==> config.mk <==
export PLATFORM = sky130hd
export DESIGN_NAME = keypad_scanner
export DESIGN_NICKNAME = d
export VERILOG_FILES = /design/src/rtl/keypad_scanner.sv
export SDC_FILE = /design/constraint.sdc
export NUM_CORES = 1
export LEC_CHECK = 0
export ABC_AREA = 1
export ABC_CLOCK_PERIOD_IN_PS = 1800
export CAP_MARGIN = 30
export CORE_UTILIZATION = 49
export CTS_CLUSTER_SIZE = 12
export DETAILED_ROUTE_END_ITERATION = 16
export GPL_TIMING_DRIVEN = 0
export PLACE_DENSITY = 0.7
export SETUP_SLACK_MARGIN = 0.4
export SLEW_MARGIN = 20
export SYNTH_ARGS = -nofsm -noshare
export SYNTH_HDL_FRONTEND = slang
export SYNTH_SLANG_ARGS = --single-unit
export TNS_END_PERCENT = 50
==> constraint.sdc <==
create_clock -name clock -period 1.8 [get_ports clock]
set_input_delay 0.27 -clock clock [delete_from_list [all_inputs] [get_ports clock]]
set_output_delay 0.27 -clock clock [all_outputs]
set_load 0.03 [all_outputs]
==> src/rtl/keypad_scanner.sv <==
// keypad_scanner: scans a 4x4 active-low matrix keypad one row at a time,
// synchronizes the column inputs, debounces every key on its own and
// presents a clean 16-bit level vector.
//
// Ports:
//   clock      system clock
//   reset      synchronous, active-high reset
//   row_n[3:0] row drive, active-low, exactly one row low at a time
//   col_n[3:0] raw column sense, active-low, asynchronous to clock
//   keyboard   debounced key levels, bit row*4+col, 1 = pressed
//   scan_tick  one-cycle pulse when a full 4-row scan is committed
//
// Parameters:
//   SCAN_DIV        clock cycles each row stays driven (4..65535)
//   DEBOUNCE_SCANS  consecutive disagreeing scans before a key flips (1..15)
//
// Optional feature macro: KEYPAD_GHOST_MASK_EN
//   When defined, a committed snapshot with three or more keys down is
//   discarded (keyboard and debounce counters hold; scan_tick still pulses).

module keypad_scanner #(
  parameter int unsigned SCAN_DIV       = 5000,
  parameter int unsigned DEBOUNCE_SCANS = 3
) (
  input  logic        clock,
  input  logic        reset,
  output logic [3:0]  row_n,
  input  logic [3:0]  col_n,
  output logic [15:0] keyboard,
  output logic        scan_tick
);

  localparam int unsigned DIV_W = 16;
  localparam int unsigned CNT_W = 4;
  localparam int unsigned KEYS  = 16;
  localparam int unsigned COLS  = 4;

  localparam logic [DIV_W-1:0] DIV_LAST = DIV_W'(SCAN_DIV - 1);
  // A key flips when its counter is already at DEBOUNCE_SCANS-1.
  localparam logic [CNT_W-1:0] DB_LAST  = CNT_W'(DEBOUNCE_SCANS - 1);

  logic [3:0]       r_sync1;
  logic [3:0]       r_sync2;
  logic [DIV_W-1:0] r_div;
  logic [1:0]       r_row;
  logic [3:0]       r_row_n;
  logic [KEYS-1:0]  r_raw;
  logic [CNT_W-1:0] r_cnt [KEYS];
  logic [KEYS-1:0]  r_keyboard;
  logic             r_scan_tick;
  logic             r_commit;

  logic             w_row_end;
  logic [DIV_W-1:0] w_div_next;
  logic [1:0]       w_row_next;
  logic [3:0]       w_row_n_next;
  logic [KEYS-1:0]  w_raw_next;
  logic             w_commit_next;
  logic             w_ghost;
  logic             w_apply;
  logic [CNT_W-1:0] w_cnt_next [KEYS];
  logic [KEYS-1:0]  w_kb_next;

  assign row_n     = r_row_n;
  assign keyboard  = r_keyboard;
  assign scan_tick = r_scan_tick;

  // Row divider, row sequencing and per-row snapshot capture.
  always_comb begin
    w_row_end     = (r_div == DIV_LAST);
    w_div_next    = r_div + DIV_W'(1);
    w_row_next    = r_row;
    w_row_n_next  = r_row_n;
    w_raw_next    = r_raw;
    w_commit_next = 1'b0;
    if (w_row_end) begin
      w_div_next    = '0;
      w_row_next    = r_row + 2'd1;
      w_row_n_next  = ~(4'b0001 << w_row_next);
      w_commit_next = (r_row == 2'd3);
      for (int j = 0; j < int'(COLS); j++) begin
        w_raw_next[{r_row, 2'(j)}] = ~r_sync2[j];
      end
    end
  end

  // Snapshot rejection when too many keys are down at once.
`ifdef KEYPAD_GHOST_MASK_EN
  logic [4:0] w_pop;
  always_comb begin
    w_pop = '0;
    for (int k = 0; k < int'(KEYS); k++) begin
      w_pop = w_pop + 5'(r_raw[k]);
    end
    w_ghost = (w_pop >= 5'd3);
  end
`else
  always_comb begin
    w_ghost = 1'b0;
  end
`endif

  // Per-key debounce applied one cycle after the row-3 sample.
  always_comb begin
    w_apply   = r_commit && !w_ghost;
    w_kb_next = r_keyboard;
    for (int k = 0; k < int'(KEYS); k++) begin
      w_cnt_next[k] = r_cnt[k];
      if (w_apply) begin
        if (r_raw[k] == r_keyboard[k]) begin
          w_cnt_next[k] = '0;
        end else if (r_cnt[k] == DB_LAST) begin
          w_cnt_next[k] = '0;
          w_kb_next[k]  = ~r_keyboard[k];
        end else begin
          w_cnt_next[k] = r_cnt[k] + CNT_W'(1);
        end
      end
    end
  end

  // State registers.
  always_ff @(posedge clock) begin
    if (reset) begin
      r_sync1     <= 4'b1111;
      r_sync2     <= 4'b1111;
      r_div       <= '0;
      r_row       <= 2'd0;
      r_row_n     <= 4'b1110;
      r_raw       <= '0;
      r_keyboard  <= '0;
      r_scan_tick <= 1'b0;
      r_commit    <= 1'b0;
      for (int k = 0; k < int'(KEYS); k++) begin
        r_cnt[k] <= '0;
      end
    end else begin
      r_sync1     <= col_n;
      r_sync2     <= r_sync1;
      r_div       <= w_div_next;
      r_row       <= w_row_next;
      r_row_n     <= w_row_n_next;
      r_raw       <= w_raw_next;
      r_keyboard  <= w_kb_next;
      r_scan_tick <= r_commit;
      r_commit    <= w_commit_next;
      for (int k = 0; k < int'(KEYS); k++) begin
        r_cnt[k] <= w_cnt_next[k];
      end
    end
  end

endmodule

==> metrics.md <==
| Metric | Value |
|---|---|
| Status | finished, final reports clean |
| Die W | approximately 110 um |
| FP Rows | 40 |
| Drt drc | 0 |
| Most frequent cells in the layout | 160 x nand2_1, 117 x dfxtp_1, 108 x nor2_1 |
| H-tree levels | 4 |
| Critical path class | flop to flop |
| CP Max Fanout | 5 |
| Post-DP Area | 6550 sq um |
| CP Launch Type | flop |
| Top Ports | 27 |
| Synth warn | 0 |
| Avg Cell Area, Syn | ~7.4 sq um |
| Synth top area cells | dfxtp_1 42%, nand2_1 10%, nor2_1 6.9%, ha_1 5.5%, inv_1 5.2% |
| Layout cells sized above 1 | approximately 14% |
| Vias | ~5.2k |
| Slew Viols, Final | 0 |
| Seq/Total Area, Yosys | 42.1% |
| Relative slew slack | 62.1% |
| Die height | 113 um |
| CP Data Required Time | roughly 2.2 ns |
| Fmax achieved | approximately 0.70 GHz |
| Worst Setup End Kind | flop |
| Pleak | 2.87 nW |
| Worst Path Arrival | around 1.8 ns |
| Met2 usage | roughly 36% |
| Post-route minimum period | about 1.4 ns |
| Fin worst setup slack | 0.371 ns |
| Total grt overflow | 0 |
| Tcrit/Tclk final | 79.4% |
| Min-delay src | reset |
| Syn Nets | 858 |
| Post-synth top area cell | dfxtp_1 |
| Commonest non-fill, non-tap cell in the layout | nand2_1 |
| TNS Setup | 0 ns |
| P&R area growth vs syn | 19.7% |
| Routed Antenna Nets | 0 |
| Netlist cell types | 33 |
| WL/cell | around 13 um |
| Final setup fails | 0 |
| #FFs+latches synth | between 100 and 150 |
| Total iterations of the first detailed-routing run | 5 |
| Worst slack, placed | between 0.15 and 0.2 ns |
| # port buffers | 25 |
| Cells after Synth | 825 |
| Clock latency on the worst-skew pair | 0.42 ns |
| # clock sinks | approximately 130 |
| Nets | 907 |
| Actual slew at the worst max-slew pin | around 0.57 ns |
| Gr usage total | 22.2% |
| Post-synth top area share | around 42% |
| Design area | approximately 7300 sq um |
| Non-Filler Instances | around 1.1k |
| Met3 GRT Util | 5.47% |
| DR iter-0 viols | 410 |
| Final Util | ~60% |
| Final hold vios | 0 |
| Avg Vias per Cell | 4.94 |
| Worst r2r src | r_div[2] |
| CTS max path bufs | 2 |
| Most Used Layer, Global Route | met2 |
| Cell Pwr Density | 882 nW/um^2 |
| Die Footprint | 12,900 sq um |
| Vias in the first global route | between 4k and 5k |
| Largest net degree at the start of global routing | 17 |
| RSZ-0062 raised after global routing | true |
| CTS tree | done |
| Mapped cell area | 6090 sq um |
| Max-cap violations | 0 |
| Hold buffer count at cts | 0 |
| Skew final | around 0.008 ns |
| Root buffer selected by CTS | clkbuf_16 |
| VDD IR max | ~0.7 mV |
| GRT met1 Usage | 28.3% |
| Routed WL | ~14 mm |
| Cts bufs inserted | 17 |
| Routability Congestion | 0.838 |
| Worst min-delay path class | input pin to flop |
| Initial antenna violation count | 0 |
| First-pass GRT wire length | between 20 and 25 mm |
| Core area | 12,100 sq um |
| ANT cells | 0 |
| Setup crit start | r_div[2] |
| Dpl hpwl | slightly above 9 mm |
| Clk slew on worst S/H paths | approximately 0.060 ns |
| Starting density of the core | about 50% |
| Inst Count DP | just over 1k |
Yosys cell counts (all sizes together):
| cell | n |
|---|---|
| nand2 | 171 |
| dfxtp | 128 |
| nor2 | 117 |
| inv | 90 |
| a21oi | 57 |
| nand3 | 47 |
| o21ai | 40 |
| ha | 27 |
| nand4 | 26 |
| nor3 | 26 |
| or2 | 22 |
| xor2 | 22 |
| buf | 13 |
| clkbuf | 11 |
| xnor2 | 9 |
| nor4 | 6 |
| nand3b | 4 |
| nor3b | 4 |
| o21bai | 2 |
| and2 | 1 |
| clkinv | 1 |
| o31ai | 1 |
cell type report:
class	instances	area, sq um
fill	1090	4780
multi-input combinational	582	3140
sequential	128	2580
clock buffer	20	457
inverter	91	344
timing repair buffer	30	287
tap	168	210
clock inverter	11	139
buffer	24	131
sequential cells by signal, indices dropped and copies added, names as in the netlist:
register and count:
r_raw 16, scan_tick 1, row_n 4, r_commit 1, r_sync2 4, r_cnt 64, keyboard 16, r_div 16
r_row 2, r_sync1 4
final timing paths:
| check | to | slack, ns | cells after the start |
|---|---|---|---|
| hold reg to reg | r_sync2[1] | 0.41 | 1 |
| hold / removal | r_sync1[1] | 0.35 | 2 |
| setup reg to reg | r_div[9] | 0.37 | 5 |
| setup / recovery | r_div[9] | 0.37 | 5 |
power breakdown:
group	switching, mW	total (mW)	internal [mW]
logic	0.0795	0.120	0.0408
registers	0.00890	2.86	2.85
clock network	1.22	3.45	2.23
metal layers:
metal | wire length, um | vias up
met5 | 0 | -
met4 | 228 | 0
met3 | 603 | 19
met2 | 6120 | 103
met1 | 6550 | 2329
li1 | - | 2755
what timing repair did:
item,4_1_cts,5_1_grt
resized for setup,74,42
hold endpoints to repair,0,0
setup buffers,1,4
setup endpoints to repair,89,113
pin swaps,4,9
through the flow:
step / hold WS (ns) / power (mW)
2_1_floorplan: 0.374 / 2.98
5_1_grt: 0.382 / 6.62
6_report: 0.349 / 6.42
3_3_place_gp: 0.392 / 3.02
3_5_place_dp: 0.392 / 3.02
4_1_cts: 0.346 / 6.47
logic make-up after synthesis:
logic type	after synthesis	share of synthesized area (%)
xor gates and xnor gates	31	4.46
AOI/OAI and AO/OA	100	8.41
DFF	128	42.1
buffers and inverters	115	7.46
and+or+nand+nor	424	32.0
adders and majority gates	27	5.55
worst max-delay path: stages, from the launching register on:
cell	delay, ns
dfxtp_1	0.49
nand3_1	0.19
nor2_2	0.22
nand2_1	0.11
or2_1	0.23
a21oi_2	0.12
No activity file was read; power rests on OpenSTA's default activity.
